File: src/rtl/pc_gen.sv
// Fetch-stage program-counter generator: sequential step, stall hold and branch redirect.
// Optional redirect-target alignment check is enabled by defining PC_GEN_ALIGN_CHECK_EN.
`ifndef PC_WIDTH
`define PC_WIDTH 32
`endif

module pc_gen #(
    parameter logic [`PC_WIDTH-1:0] RESET_VECTOR = '0,
    parameter int unsigned          PC_STEP      = 4
) (
    input  logic                 clk,
    input  logic                 rst,
    input  logic                 stall_i,
    input  logic                 redirect_i,
    input  logic [`PC_WIDTH-1:0] redirect_pc_i,
    output logic [`PC_WIDTH-1:0] pc_o,
    output logic                 fetch_en_o,
    output logic                 inst_valid_o,
    output logic [1:0]           state_o,
    output logic                 misalign_o
);

    typedef enum logic [1:0] {
        S_RST   = 2'd0,
        S_RUN   = 2'd1,
        S_STALL = 2'd2,
        S_FLUSH = 2'd3
    } state_t;

    localparam logic [`PC_WIDTH-1:0] STEP_INC   = `PC_WIDTH'(PC_STEP);
    localparam logic [`PC_WIDTH-1:0] ALIGN_MASK = `PC_WIDTH'(PC_STEP - 1);

    state_t               r_state;
    logic [`PC_WIDTH-1:0] r_pc;
    logic                 r_inst_valid;
    logic                 r_misalign;
    logic [`PC_WIDTH-1:0] w_target;
    logic                 w_target_misaligned;

`ifdef PC_GEN_ALIGN_CHECK_EN
    // Low bits below the step granularity are dropped and reported.
    assign w_target            = redirect_pc_i & ~ALIGN_MASK;
    assign w_target_misaligned = |(redirect_pc_i & ALIGN_MASK);
`else
    assign w_target            = redirect_pc_i;
    assign w_target_misaligned = 1'b0;
`endif

    // A redirect fetches even under back-pressure; a plain stall freezes the BRAM.
    assign fetch_en_o = ~rst & (redirect_i | ~stall_i);

    always_ff @(posedge clk) begin
        if (rst) begin
            r_pc         <= RESET_VECTOR;
            r_inst_valid <= 1'b0;
            r_misalign   <= 1'b0;
            r_state      <= S_RST;
        end else if (redirect_i) begin
            r_pc         <= w_target;
            r_inst_valid <= 1'b0;
            r_misalign   <= w_target_misaligned;
            r_state      <= S_FLUSH;
        end else if (stall_i) begin
            r_misalign   <= 1'b0;
            r_state      <= S_STALL;
        end else begin
            r_pc         <= r_pc + STEP_INC;
            r_inst_valid <= 1'b1;
            r_misalign   <= 1'b0;
            r_state      <= S_RUN;
        end
    end

    assign pc_o         = r_pc;
    assign inst_valid_o = r_inst_valid;
    assign misalign_o   = r_misalign;
    assign state_o      = r_state;

endmodule

File: config.mk
export PLATFORM = sky130hd
export DESIGN_NAME = pc_gen
export DESIGN_NICKNAME = d
export VERILOG_FILES = /design/src/rtl/pc_gen.sv
export SDC_FILE = /design/constraint.sdc
export NUM_CORES = 1
export LEC_CHECK = 0
export ABC_AREA = 1
export CAP_MARGIN = 20
export CELL_PAD_IN_SITES_DETAIL_PLACEMENT = 1
export CELL_PAD_IN_SITES_GLOBAL_PLACEMENT = 2
export CORE_MARGIN = 4
export CORE_UTILIZATION = 26
export CTS_BUF_LIST = sky130_fd_sc_hd__clkbuf_4
export CTS_CLUSTER_DIAMETER = 80
export CTS_CLUSTER_SIZE = 8
export DETAILED_ROUTE_END_ITERATION = 10
export GPL_TIMING_DRIVEN = 0
export PLACE_DENSITY = 0.86
export RECOVER_POWER = 25
export SETUP_SLACK_MARGIN = 0.5
export SKIP_LAST_GASP = 1
export SYNTH_ARGS = -nofsm -noshare
export SYNTH_HDL_FRONTEND = slang
export SYNTH_SLANG_ARGS = --single-unit
File: constraint.sdc
create_clock -name clk -period 2 [get_ports clk]
set_input_delay 0.4 -clock clk [delete_from_list [all_inputs] [get_ports clk]]
set_output_delay 0.4 -clock clk [all_outputs]
set_load 0.005 [all_outputs]
# Word-level counts from Yosys, hierarchy flattened
# Cells that the tools add are included.
word_totals:
  output_inout_bits: 37
  wordCells: 14
  register_bits: 35
op_classes:
  mux: 4
  reduce_logical: 1
  n_eq_ne: 1
  bitwise_logic: 4
  addsub: 1
op_table:
  columns: ["op", "count"]
  rows:
  - ["$mux 32", 2]
  - ["$add 32x3->32 const B", 1]
  - ["$mux 2", 2]
  - ["$ne 2x1->1 const B", 1]
  - ["$not 1->1", 2]
  - ["$reduce_or 2->1", 1]
  - ["$and 1x1->1", 1]
  - ["$or 1x1->1", 1]

# Logic depth before layout (Yosys ltp)
logic_depth:
  word_depth: 3
  depth_mapped: 10

# Worst setup path after synthesis
# Ideal clock, no wire load.
synth_path:
  kind: "register -> register"
  from: "reg r_pc[2] (netlist: pc_o[2])"
  to: "reg r_pc[20] (netlist: pc_o[20])"
  required_ps: 1871
  slack_ps: 608
  stages_incl_launch_ff: 11
  arrival_time_ps: 1263
  period_less_slack_ps: 1392
  setup_ps: 129
  path_buffers: 0
  cell_sequence: "dfxtp_1 ha_1 nand2_1 nor2_4 nand2_4 nor2_4 nand2_1 nand2_1 nand2_1 a21oi_1 nor2_1"
synth_between:
  elab_chain_cells: 3
synth_lines:
  columns: ["element", "line", "text"]
  rows:
  - ["start, declared", "34", "logic [`PC_WIDTH-1:0] r_pc;"]
  - ["start signal, assigned", "59", "r_pc <= w_target;"]
  - ["start signal, assigned", "67", "r_pc <= r_pc + STEP_INC;"]
  - ["$add 32x3->32", "67", null]
  - ["$mux 32", "63", "end else if (stall_i) begin"]
  - ["$mux 32", "58", "end else if (redirect_i) begin"]
# Every way passes these cells. The select of a mux whose other input is x is not followed.
# A chain may end at the register's enable or synchronous reset.

# Final worst setup path
layout_path:
  from: "reg r_pc[4] (netlist: pc_o[4])"
  to: "reg r_pc[17] (netlist: pc_o[17])"
# Same word-level chain as after synthesis.

==> out/results.tsv <==
metric	value	unit
final setup TNS	0	ps
commonest non-fill, non-tap cell in the layout	nand2_1	
WS Path Type	flip-flop to flip-flop	
Slowest Stage Delay on Critical Path	340	ps
initial antenna violation count	0	
die area	10350	sq um
Core ar.	8382	sq um
Detail Route Antenna Nets	0	
Fin. Hold Viols	0	
PnR Total Power	1.573	mW
synthesis-to-finish area growth	58.98	%
final std cells w/o fill	588	
top cells by area, synth	dfxtp_1, nand2_1, inv_1, nor2_1, a21oi_1	
1st-pass router iterations	4	
CTS max path bufs	2	
CP dominant cell by count	nand2_1	
most frequent cells in the layout	nand2_1, inv_1, buf_4	
Initial Util	0.2726	
startpoint types	flip-flop	
Core Util, Final	0.4333	
share of layout cells above drive strength 1	0.2692	
WP data required	2290	ps
Worst Skew	9.375	ps
area fraction of the dominant cell type after synthesis	0.3067	
CP Max Fanout	5	
Vias	2734	
post-synthesis cell type count	26	
Hold WC Path Type	primary input to flip-flop	
WHS Endpoint	pc_o[2]$_SDFFE_PP0N_	
Yosys Warn Count	0	
final setup fails	0	
WHS Path Cells	4	
Yosys top cell by area	dfxtp_1	
DRC errors left	0	
DR iter-0 viols	66	
IO Count	73	
post-DR wirelength/cell	15.22	microns
Fmax achieved	0.6160	GHz
cell count of the worst reg-to-reg path	8	
PortBufs	70	
Max Cap Viol	0	
Final Cycle Share	0.8117	
#FFs+latches synth	35	
cts bufs inserted	5	
CTS tree	built	
Setup crit end kind	flip-flop	
Slew @ Worst Pin	770.6	ps
synthesized area	2285	sq um
crit-path cells	buf_4, nand2_1, nor2_1, nand2_4, nor2_4, xor2_1, nand2_1, a21oi_2	
HP Start	stall_i	
Filler cells	1112	
Max-slew headroom	0.4843	
Worst VDD drop	0.2221	mV
Slew Limit Fails	0	
Leak	1.645	nW
Die Wd	101.7	microns
global-route usage over all layers	0.1744	
Setup WS post-layout	376.6	ps
clk root buf	clkbuf_4	
Tmin final	1623	ps
Nets	521	
worst reg2reg path endpoint	pc_o[17]$_SDFFE_PP0N_	
Final Wtd Congestion	0.8526	
vias in the first global route	2855	
RSZ-0062 raised after global routing	true	
Reg clk slew, reported paths	110	ps
worst reg2reg setup slack	380	ps
Slowest-stage cell, CP	dfxtp_2	
Place WS	-542.4	ps
pin count of the biggest net entering global routing	11	
syn_nets	403	
status	finished, final reports clean	
clk_lat worst skew	340	ps
register area share after synthesis	0.3067	
first-pass GRT wire length	14120	microns
H-tree depth	2	
Mapped Cells	366	
clock sinks	35	
total grt overflow	0	
crit path DAT	1910	ps
height of the die	101.7	microns
worst reg2reg startpoint	pc_o[4]$_SDFFE_PP0N_	
pwr/cell area	433.0	nW/um^2
Syn Area/Cell	6.242	sq um
num rows	33	
post-DP HPWL	6335	microns
final wirelength	8948	microns
ANT cells	0	
Vias/cell	4.650	
placed insts	541	
==> flip-flops by register name (all words and copies together), names as in the netlist <==
signal and count:
pc_o 32, state_o 2, inst_valid_o 1
==> critical path, delay by kind of cell (launching register included) <==
family          cells  cell delay [ps]
simple gates        5              790
xor+xnor            1              170
buf+inv             1              130
compound gates      1              130
flops               1              340
==> kinds of logic (layout without fill, tap and decap cells) <==
| logic type | after synthesis | in the layout | synth area share |
|---|---|---|---|
| and+or+nand+nor | 198 | 198 | 0.3790 |
| buffers and inverters | 59 | 176 | 0.1046 |
| AOI/OAI and AO/OA | 57 | 57 | 0.1451 |
| DFF | 35 | 35 | 0.3067 |
| xor gates and xnor gates | 15 | 15 | 0.05750 |
| adders and majority gates | 1 | 1 | 0.005476 |
| other | 1 | 1 | 0.001641 |
==> power breakdown <==
part	switching (mW)	leakage [nW]	total, mW	internal [mW]
registers	0.0282	0.306	0.758	0.730
clock network	0.251	0.0276	0.390	0.139
logic	0.206	1.31	0.425	0.219
==> cells in the mapped netlist <==
library cell  instances
a21oi_1              21
a21oi_2               3
a22o_1                8
a31oi_1               4
and2_1                2
buf_1                 2
buf_2                 5
buf_4                 1
buf_6                 1
clkbuf_1              3
conb_1                1
dfxtp_1              35
ha_1                  1
inv_1                45
inv_2                 2
nand2_1             118
nand2_2               4
nand2_4               1
nand3_1              19
nor2_1               39
nor2_2                6
nor2_4                8
nor3_1                1
o21ai_0              21
xnor2_1               4
xor2_1               11
==> per-layer routing <==
metal  vias to the layer above  part of all wire  GRT usage
met5                         -                 0          0
met4                         0            0.0099    0.03272
met3                        10             0.056    0.03926
met2                        60              0.51     0.3189
met1                      1289              0.42     0.2091
li1                       1375                 -          -
==> repair_timing <==
item,CTS,global route
pin swaps,2,21
setup endpoints to repair,62,23
cloned,0,0
resized for setup,104,38
hold buffers,0,0
setup buffers,32,9
==> worst max path at each step <==
stage | startpoint | end | slack (ps) | depth (start not counted)
2_1_floorplan | pc_o[2]$_SDFFE_PP0N_ | pc_o[20]$_SDFFE_PP0N_ | 610 | 10
3_3_place_gp | stall_i | fetch_en_o | -520 | 6
3_5_place_dp | stall_i | fetch_en_o | -540 | 6
4_1_cts | stall_i | fetch_en_o | 300 | 6
5_1_grt | redirect_i | pc_o[2]$_SDFFE_PP0N_ | 200 | 8
6_report | pc_o[4]$_SDFFE_PP0N_ | pc_o[17]$_SDFFE_PP0N_ | 380 | 8
==> through the flow <==
stage	hold slack, ps	instance area (sq um)
floorplan	498.3	2285
global placement	498.1	3117
detailed placement	514.9	3117
CTS	515.9	3490
global route	522.3	3632
finish	476.5	3632
==> cell type report <==
class | instances | area [sq um] | share of cell area
multi-input cells | 272 | 1471 | 0.4051
flip-flops and latches | 35 | 789.5 | 0.2174
repair buffers | 111 | 958.4 | 0.2639
plain buffers | 12 | 60.06 | 0.01653
clock buffers | 6 | 45.04 | 0.01240
well taps | 105 | 131.4 | 0.03617
inverters | 47 | 176.4 | 0.04857
(Power assumes the default switching activity.)
